**src/rtl/uart_tx_fifo.sv**
```systemverilog
// UART 8N1 transmitter with a small byte FIFO in front of the serialiser.
// All timing is derived by counting core_clk cycles per serial bit.
module uart_tx_fifo #(
    parameter int unsigned CLKS_PER_BIT = 40,
    parameter int unsigned FIFO_DEPTH   = 4,
    parameter int unsigned STOP_BITS    = 1
) (
    input  logic                          core_clk,
    input  logic                          rst,
    input  logic [7:0]                    tx_data,
    input  logic                          tx_valid,
    output logic                          tx_ready,
    output logic                          txd,
    output logic                          busy,
    output logic [$clog2(FIFO_DEPTH):0]   fifo_count
);

    localparam int unsigned PtrW     = $clog2(FIFO_DEPTH);
    localparam int unsigned StopClks = STOP_BITS * CLKS_PER_BIT;
    localparam int unsigned BaudW    = (STOP_BITS == 2) ? $clog2(2 * CLKS_PER_BIT)
                                                        : $clog2(CLKS_PER_BIT);
    localparam logic [BaudW-1:0] BitEnd  = BaudW'(CLKS_PER_BIT - 1);
    localparam logic [BaudW-1:0] StopEnd = BaudW'(StopClks - 1);

    typedef enum logic [1:0] {StIdle, StStart, StData, StStop} state_e;

    state_e            state_q, state_d;
    logic [BaudW-1:0]  baud_q, baud_d;
    logic [2:0]        bit_idx_q, bit_idx_d;
    logic [7:0]        shift_q, shift_d;
    logic              txd_q, txd_d;

    logic [7:0]        mem [FIFO_DEPTH];
    logic [PtrW-1:0]   wr_ptr_q, rd_ptr_q;
    logic [PtrW:0]     count_q;
    logic              full, empty, push, pop;

    assign full       = (count_q == (PtrW + 1)'(FIFO_DEPTH));
    assign empty      = (count_q == '0);
    assign push       = tx_valid && !full;
    assign tx_ready   = !full;
    assign fifo_count = count_q;
    assign txd        = txd_q;
    assign busy       = (state_q != StIdle) || !empty;

    always_comb begin
        state_d   = state_q;
        baud_d    = baud_q + BaudW'(1);
        bit_idx_d = bit_idx_q;
        shift_d   = shift_q;
        txd_d     = txd_q;
        pop       = 1'b0;
        unique case (state_q)
            StIdle: begin
                txd_d  = 1'b1;
                baud_d = '0;
                if (!empty) begin
                    pop     = 1'b1;
                    shift_d = mem[rd_ptr_q];
                    txd_d   = 1'b0;
                    state_d = StStart;
                end
            end
            StStart: begin
                if (baud_q == BitEnd) begin
                    baud_d    = '0;
                    txd_d     = shift_q[0];
                    bit_idx_d = 3'd0;
                    state_d   = StData;
                end
            end
            StData: begin
                if (baud_q == BitEnd) begin
                    baud_d    = '0;
                    shift_d   = {1'b0, shift_q[7:1]};
                    bit_idx_d = bit_idx_q + 3'd1;
                    if (bit_idx_q == 3'd7) begin
                        txd_d   = 1'b1;
                        state_d = StStop;
                    end else begin
                        txd_d = shift_q[1];
                    end
                end
            end
            StStop: begin
                if (baud_q == StopEnd) begin
                    baud_d = '0;
                    // Chain straight into the next start bit so frames stay contiguous.
                    if (!empty) begin
                        pop     = 1'b1;
                        shift_d = mem[rd_ptr_q];
                        txd_d   = 1'b0;
                        state_d = StStart;
                    end else begin
                        state_d = StIdle;
                    end
                end
            end
            default: state_d = StIdle;
        endcase
    end

    always_ff @(posedge core_clk or posedge rst) begin
        if (rst) begin
            state_q   <= StIdle;
            baud_q    <= '0;
            bit_idx_q <= '0;
            shift_q   <= '0;
            txd_q     <= 1'b1;
        end else begin
            state_q   <= state_d;
            baud_q    <= baud_d;
            bit_idx_q <= bit_idx_d;
            shift_q   <= shift_d;
            txd_q     <= txd_d;
        end
    end

    always_ff @(posedge core_clk or posedge rst) begin
        if (rst) begin
            wr_ptr_q <= '0;
            rd_ptr_q <= '0;
            count_q  <= '0;
        end else begin
            if (push) wr_ptr_q <= wr_ptr_q + PtrW'(1);
            if (pop)  rd_ptr_q <= rd_ptr_q + PtrW'(1);
            case ({push, pop})
                2'b10:   count_q <= count_q + (PtrW + 1)'(1);
                2'b01:   count_q <= count_q - (PtrW + 1)'(1);
                default: count_q <= count_q;
            endcase
        end
    end

    // Storage needs no reset; pointers define what is valid.
    always_ff @(posedge core_clk) begin
        if (push) mem[wr_ptr_q] <= tx_data;
    end

endmodule
```
**config.mk**
```make
export PLATFORM = sky130hd
export DESIGN_NAME = uart_tx_fifo
export DESIGN_NICKNAME = d
export VERILOG_FILES = /design/src/rtl/uart_tx_fifo.sv
export SDC_FILE = /design/constraint.sdc
export NUM_CORES = 1
export LEC_CHECK = 0
export CAP_MARGIN = 20
export CORE_MARGIN = 2
export CORE_UTILIZATION = 63
export CTS_CLUSTER_SIZE = 10
export DETAILED_ROUTE_END_ITERATION = 12
export PLACE_DENSITY = 0.9
export SLEW_MARGIN = 0
export SYNTH_ARGS = -nofsm -noshare
export SYNTH_HDL_FRONTEND = slang
export SYNTH_SLANG_ARGS = --single-unit
export TNS_END_PERCENT = 100
```
**constraint.sdc**
```tcl
create_clock -name core_clk -period 3.6 [get_ports core_clk]
set_input_delay 0.72 -clock core_clk [delete_from_list [all_inputs] [get_ports core_clk]]
set_output_delay 0.72 -clock core_clk [all_outputs]
set_load 0.005 [all_outputs]
```
Word-level counts from Yosys, hierarchy flattened
Memories as Yosys holds them, arrays and structs flattened.
Cells that the tools add are included.

word-level totals
  register bits after elaboration = 27
  bits in writable memories = 32
  input bits = 11
  output and inout bits = 6
  word-level logic and storage cells = 73
  memories kept = 1

memory list
  memory  words  width  read ports  clocked after Yosys merged registers in  write ports  RTL line  text
  mem     4      8      1           0                                        1            33        logic [7:0] mem [FIFO_DEPTH];

operators by class
  add/subtract/negate cells = 6
  equality and inequality tests = 14
  mux-type cells = 29
  reduce and logical (&&, ||, !) cells = 15

operators by type and width
  operator                                                               count
  8-bit two-way mux                                                      3
  8-bit case mux with 3 select lines                                     1
  2-bit inequality test, second input constant                           6
  3-bit case mux with 2 select lines                                     2
  6-bit case mux with 2 select lines                                     1
  1-bit two-way mux                                                      11
  2-bit two-way mux                                                      5
  2-bit case mux with 4 select lines                                     1
  3-bit by 1-bit adder with 3-bit output, second input constant          2
  6-bit by 1-bit adder with 6-bit output, second input constant          1
  2-bit equality test, second input constant                             3
  3-bit equality test, second input constant                             2
  6-bit equality test, second input constant                             1
  3-bit two-way mux                                                      2
  6-bit two-way mux                                                      1
  3-bit AND reduction                                                    2
  2-bit nonzero test                                                     3
  5-bit AND reduction                                                    1
  2-bit by 1-bit adder with 2-bit output, second input constant          2
  2-bit by 1-bit equality test with 1-bit output, second input constant  2
  1-bit case mux with 4 select lines                                     1
  4-bit AND reduction                                                    1
  3-bit zero test                                                        1
  3-bit nonzero test                                                     1
  7 further kinds                                                        8

Logic depth before layout (Yosys ltp)
Gate-level depths: netlist of run 1.

  word-level depth = 6
  mapped depth = 10
  mapped depth without buffers = 10

Worst setup path after synthesis of run 1
Ideal clock, no wire load.

  path kind = register to register
  start point = reg state_q[0]
  end point = reg count_q[2] (netlist: fifo_count[2])
  library setup time = 0.079 ns
  arrival time = 2.091 ns
  required time = 3.521 ns
  setup slack = 1.430 ns
  stages on the path, launching flop included = 10
  path buffers = 0
  period minus slack after synthesis = 2.170 ns
  cell sequence = dfrtp_1 -> inv_1 -> ha_1 -> nor3_1 -> ha_1 -> inv_1 -> fa_1 -> xor2_1 -> nor2_1 -> xor2_1

between the ends
  cells in the longest elaborated chain, start to end = 4
  elaborated cells on any way between the ends = 7
  classes of those cells = 3 x eq/ne; 2 x mux; 2 x reduce/logical

ends and longest elaborated chain
  item                                                                                   RTL line  text
  start: declaration                                                                     27        state_e state_q, state_d;
  start signal: assignment                                                               105       state_q <= StIdle;
  start signal: assignment                                                               111       state_q <= state_d;
  2-bit equality test or 2-bit zero test (tied branches)                                 53        unique case (state_q)
  1-bit case mux with 2 select lines *                                                   53
  via pop                                                                                36        logic full, empty, push, pop;
  2-bit by 1-bit equality test with 1-bit output or 2-bit equality test (tied branches)  127       case ({push, pop})
  3-bit case mux with 2 select lines or 2-bit nonzero test (tied branches)               n/a
  end signal: assignment                                                                 128       2'b10: count_q <= count_q + (PtrW + 1)'(1);
  end signal: assignment                                                                 129       2'b01: count_q <= count_q - (PtrW + 1)'(1);
  end signal: assignment                                                                 130       default: count_q <= count_q;
  end: declaration                                                                       35        logic [PtrW:0] count_q;

Mark *: on every way through the listed nets, which the timed path passes. The rest lies on a longest branch.
A chain may end at the register's enable or synchronous reset.

Final worst setup path of run 1
  start point = reg count_q[2] (netlist: fifo_count[2])
  end point = out busy

between the ends
  cells in the longest elaborated chain, start to end = 3

ends and longest elaborated chain
  item              RTL line  text
  3-bit zero test   39        assign empty = (count_q == '0);
  1-bit zero test   n/a
  1-bit logical OR  44        assign busy = (state_q != StIdle) || !empty;
  end: declaration  14        output logic busy,

No other way between the ends.

==> results of run 1 <==
## synthesized netlist by cell type, drive strengths merged
library cell / number / area [sq um]
o22ai: 1 / 6.260
nor2b: 2 / 12.51
mux2i: 3 / 30.03
nand2: 5 / 18.77
nor3b: 1 / 7.510
edfxtp: 32 / 960.9
a31oi: 2 / 12.51
mux4: 8 / 187.7
inv: 12 / 45.04
o31ai: 1 / 7.510
a32o: 2 / 20.02
mux2: 15 / 168.9
dfstp: 1 / 26.28
buf: 2 / 18.77
nor3: 6 / 35.03
dfrtp: 26 / 650.6
xnor2: 4 / 35.03
nor4: 1 / 6.260
a31o: 1 / 8.760
clkbuf: 2 / 8.750
a21o: 1 / 7.510
and2: 2 / 12.51
o21ai: 4 / 31.28
a21oi: 6 / 30.03
nor4b: 1 / 8.760
fa: 1 / 20.02
and3: 6 / 37.54
or3b: 1 / 11.26
ha: 14 / 175.2
nor2: 8 / 46.30
xor2: 6 / 52.55
nand3: 2 / 10.01
## cell families after synthesis
group | after synthesis | synth area share [%]
flops | 59 | 60.43
simple gates | 35 | 7.618
mux | 26 | 14.27
compound gates | 18 | 4.571
buf+inv | 16 | 2.677
fa+ha+maj | 15 | 7.202
xor+xnor | 10 | 3.232
## through the flow
step | hold WS, ns | total power [uW] | util [%] | instances
floorplan | 0.4296 | 1034 | - | 179
global placement | 0.4408 | 1129 | 71.60 | 241
detailed placement | 0.4626 | 1154 | 71.60 | 241
CTS | 0.4712 | 1855 | 77.31 | 257
global route | 0.5138 | 1937 | 77.98 | 258
finish | 0.4840 | 1855 | 77.98 | 258
## final timing paths
kind / startpoint / to / slack (ns) / cells past startpoint
worst max-delay path: fifo_count[2]$_DFFE_PP0P_ / busy / 0.97 / 3
worst min-delay path: txd$_DFFE_PP1P_ / txd$_DFFE_PP1P_ / 0.48 / 2
worst max register to register: baud_q[3]$_DFF_PP0_ / fifo_count[2]$_DFFE_PP0P_ / 1.06 / 9
worst min register to register: txd$_DFFE_PP1P_ / txd$_DFFE_PP1P_ / 0.48 / 2
max in group asynchronous: rst / txd$_DFFE_PP1P_ / 2.54 / 3
min in group asynchronous: rst / fifo_count[2]$_DFFE_PP0P_ / 0.59 / 2
## power by group
part | switching (uW) | leakage (uW) | internal, uW
logic | 150 | 0.000595 | 129
registers | 52.4 | 0.000622 | 826
clock network | 243 | 0.000118 | 455
## state kept, by name, summed over array words and instances (netlist names)
register    count
txd             1
bit_idx_q       3
shift_q         8
mem            32
rd_ptr_q        2
baud_q          6
fifo_count      3
wr_ptr_q        2
state_q         2
## area by class of cell
cell class	instances	area [sq um]	share of cell area, %
clock buffers	10	127.6	4.033
clock inverters	6	103.9	3.282
inverters	12	45.04	1.423
multi-input cells	104	999.7	31.59
flip-flops and latches	59	1638	51.76
well taps	50	62.56	1.977
repair buffers	17	187.7	5.931
## per-layer routing
| layer | vias to the layer above | wire (um) |
|---|---|---|
| li1 | 714 | - |
| met1 | 803 | 2129 |
| met2 | 43 | 2729 |
| met3 | 11 | 195 |
| met4 | 0 | 87 |
| met5 | - | 0 |
## critical path: cells and delay by family (launching register included)
kind / cells / cell delay, ns
buf+inv: 1 / 0.48
simple gates: 2 / 0.67
flops: 1 / 0.42
==> results.json, run 1 <==
{
  "status": "finished, final reports clean",
  "cts_max_level": 3,
  "tns_ns": 0,
  "cts_tree": "yes",
  "p_leak_uw": 0.001335,
  "cp_slowest_stage_delay_ns": 0.53,
  "ys_ff_latch": 59,
  "antenna_found_initial": 0,
  "cts_root_buffer": "clkbuf_8",
  "rsz0062_at_grt": "false",
  "nets": 229,
  "layout_common_cells": "32 x edfxtp_1, 26 x dfrtp_1, 16 x clkdlybuf4s50_1",
  "drt_pass1_iterations": 4,
  "hp-class": "flip-flop to flip-flop",
  "crit_slowest_cell": "nor3_2",
  "power_density_mw_per_mm2": 586.1,
  "cts_sinks": 59,
  "dpl_cell_area_sq_mm": 0.002905,
  "postCtsHoldBufs": 0,
  "routed_wl_um": 5141,
  "cap_violations": 0,
  "fin_crit_ns": 2.627,
  "path_cells": "nor3_2 > nand2_1 > clkdlybuf4s50_1",
  "required_ns": 2.88,
  "initial_utilization_pct": 66.79,
  "fin_area_sq_mm": 0.003164,
  "die_y_um": 69.59,
  "start_kind": "flip-flop",
  "setup_slack_ns": 0.9732,
  "worst_pin_slew_ns": 0.5817,
  "worstSetupPathType": "flip-flop to output port",
  "grt_use_met1_pct": 28.35,
  "fmax_mhz": 380.7,
  "hold_viol_final": 0,
  "fillCellCount": 213,
  "synth_warnings": 0,
  "post_cts_buffers": 0,
  "num_antenna_cells": 0,
  "met2_usage_pct": 39.00,
  "gp_congestion": 0.7748,
  "insertion_delay_ns": 0.33,
  "port_buffers": 16,
  "endpoint_kind": "output port",
  "syn_nets": 205,
  "setup_viol": 0,
  "finalCritPeriodShare_pct": 72.97,
  "post-place-ws_ns": 0.9943,
  "wl_per_cell_um": 19.93,
  "drc": 0,
  "syn_to_final_growth_pct": 16.76,
  "cts_resized": 0,
  "grt_max_degree": 28,
  "clk_pin_slew_ns": 0.06,
  "grt.busiest_layer": "met2",
  "cts_buffers": 9,
  "synth.avg_cell_area_sq_um": 15.14,
  "drt_iter0_markers": 136,
  "final_common_cell": "edfxtp_1",
  "grt_util_met3_pct": 6.395,
  "syn_area_sq_mm": 0.002710,
  "drive_gt1_share_pct": 20.67,
  "vias": 1571,
  "crit_arrival_ns": 1.91,
  "slew_viol_final": 0,
  "vias_per_cell": 6.089,
  "grt.overflow.total": 0,
  "rows": 23,
  "ys_seq_area_share_pct": 60.43,
  "finClkSkew_ns": 0.008077,
  "dieWidth_um": 69.59,
  "hpwl_um": 3164,
  "ys_types": 39,
  "ir_drop_uv": 452.4,
  "ios": 17,
  "maxSlewHeadroom_pct": 61.01,
  "postSynthCellCount": 179,
  "clockBufferDepth": 2,
  "die_area_sq_mm": 0.004842,
  "track_usage_pct": 23.21,
  "cp_max_fo": 8,
  "grt_pass1_wl_um": 8376,
  "grt_pass1_vias": 1710,
  "core_area_sq_mm": 0.004058,
  "drtAntennaViolNets": 0
}
No activity file was read; power rests on OpenSTA's default activity.
==> inputs of run 2 (changes only) <==
--- a/config.mk
+++ b/config.mk
@@ -7,10 +7,10 @@
 export LEC_CHECK = 0
 export CAP_MARGIN = 20
 export CORE_MARGIN = 2
-export CORE_UTILIZATION = 63
+export CORE_UTILIZATION = 53
 export CTS_CLUSTER_SIZE = 10
 export DETAILED_ROUTE_END_ITERATION = 12
-export PLACE_DENSITY = 0.9
+export PLACE_DENSITY = 0.81
 export SLEW_MARGIN = 0
 export SYNTH_ARGS = -nofsm -noshare
 export SYNTH_HDL_FRONTEND = slang
==> constraint.sdc (replaced) <==
create_clock -name core_clk -period 2.26 [get_ports core_clk]
set_input_delay 0.452 -clock core_clk [delete_from_list [all_inputs] [get_ports core_clk]]
set_output_delay 0.452 -clock core_clk [all_outputs]
set_load 0.005 [all_outputs]
==> results.json, run 2 (synthesized netlist as in run 1, its figures left out) <==
{
  "cts_sinks": 59,
  "regArea_sq_mm": 0.001640,
  "port_buffers": 16,
  "grt_max_degree": 15,
  "maxSlewHeadroom_pct": 64.18,
  "dpl_cell_area_sq_mm": 0.003035,
  "num_antenna_cells": 0,
  "ir_drop_uv": 693.7,
  "drt_iter0_markers": 108,
  "whs_ns": 0.4635,
  "grt.overflow.total": 0,
  "final_cells": 294,
  "slew_viol_final": 0,
  "die_y_um": 75.51,
  "drive_gt1_share_pct": 32.14,
  "finClkSkew_ns": 0.01008,
  "fillCellCount": 346,
  "die_area_sq_mm": 0.005702,
  "clockBufferDepth": 2,
  "start_kind": "flip-flop",
  "track_usage_pct": 18.31,
  "setup_viol": 0,
  "hpwl_um": 3205,
  "cp_max_fo": 2,
  "core_area_sq_mm": 0.005010,
  "vias": 1612,
  "cts_root_buffer": "clkbuf_8",
  "tns_ns": 0,
  "initial_utilization_pct": 54.10,
  "largestRegisters": "mem x32, shift_q x8, baud_q x6",
  "routed_wl_um": 4772,
  "worst_pin_slew_ns": 0.5368,
  "finalCritPeriodShare_pct": 95.24,
  "worstSetupPathType": "flip-flop to flip-flop",
  "place_inst": 275,
  "cts_tree": "yes",
  "required_ns": 2.53,
  "grt_pass1_wl_um": 7327,
  "insertion_delay_ns": 0.34,
  "largest_reg_flops": 32,
  "rows": 26,
  "layout_common_cells": "32 x edfxtp_1, 24 x dfrtp_1, 17 x buf_4",
  "fin_area_sq_mm": 0.003339,
  "gp_congestion": 0.7583,
  "drt_pass1_iterations": 4,
  "hp-class": "primary input to async pin",
  "status": "finished, final reports clean",
  "power_density_mw_per_mm2": 841.6,
  "wl_per_cell_um": 16.23,
  "drtAntennaViolNets": 0,
  "endpoint_kind": "flip-flop",
  "p_leak_uw": 0.001386,
  "fmax_mhz": 464.6,
  "postCtsHoldBufs": 0,
  "multi_input_area_sq_mm": 0.001079,
  "syn_to_final_growth_pct": 23.22,
  "rrSetupSlack_ns": 0.11,
  "cap_violations": 0,
  "crit_arrival_ns": 2.42,
  "antenna_found_initial": 0,
  "power.total_uw": 2811,
  "grt_pass1_vias": 1495,
  "final_common_cell": "edfxtp_1",
  "largest_register": "mem",
  "ios": 17,
  "hold_viol_final": 0,
  "nets": 245,
  "drc": 0,
  "rsz0062_at_grt": "true",
  "vias_per_cell": 5.483,
  "dieWidth_um": 75.51,
  "cts_buffers": 9,
  "clk_pin_slew_ns": 0.07,
  "cts_max_level": 3,
  "fin_crit_ns": 2.152
}
run 2: critical path, stage by stage (launching register included):
cell	delay [ns]
dfrtp_1	0.41
nor3b_4	0.28
a31oi_4	0.15
nor3_4	0.23
ha_2	0.22
inv_1	0.06
fa_2	0.33
xor2_1	0.14
nor2_1	0.12
xor2_1	0.14
run 2: final cells by class:
cell class | count | share of cell area (%)
clock inverter | 7 | 2.286
sequential | 59 | 49.12
inverter | 12 | 1.349
multi-input combinational | 104 | 32.30
timing repair buffer | 33 | 8.617
clock buffer | 9 | 3.709
tap | 70 | 2.623
run 2: stage by stage:
| stage | setup slack, ns | utilization (%) |
|---|---|---|
| 4_1_cts | 0.02906 | 64.69 |
| 3_5_place_dp | -0.001095 | 60.59 |
| 5_1_grt | -0.02915 | 66.66 |
| 6_report | 0.1076 | 66.66 |
| 3_3_place_gp | 0.06804 | 60.59 |
| 2_1_floorplan | 0.09023 | - |
run 2: layer usage:
metal / global-route usage, % / part of all wire [%] / vias up
li1: - / - / 750
met1: 23.66 / 43 / 811
met2: 28.41 / 51 / 37
met3: 4.497 / 3.2 / 14
met4: 10.53 / 2.6 / 0
met5: 0 / 0 / -
run 2: power by group:
part	total (uW)	switching [uW]	internal, uW	leakage, uW
registers	1410	92.5	1310	0.000620
clock network	951	438	513	0.0000958
logic	454	227	228	0.000670
run 2: path summary, 6_finish.rpt:
kind                       cells after the start           startpoint                         to
hold reg to reg                                2      txd$_DFFE_PP1P_            txd$_DFFE_PP1P_
max in group asynchronous                      3                  rst     state_q[0]$_DFFE_PP0P_
setup / recovery                               9  baud_q[4]$_DFF_PP0_  fifo_count[2]$_DFFE_PP0P_
min in group core_clk                          2      txd$_DFFE_PP1P_            txd$_DFFE_PP1P_
setup reg to reg                               9  baud_q[4]$_DFF_PP0_  fifo_count[2]$_DFFE_PP0P_
hold / removal                                 2                  rst  fifo_count[0]$_DFFE_PP0P_
run 2: repair_timing:
| action | CTS | global route |
|---|---|---|
| setup buffers | 0 | 3 |
| gates cloned | 0 | 0 |
| gates resized for setup | 1 | 16 |
| pin swaps | 0 | 5 |
| endpoints found under the setup margin | 1 | 1 |
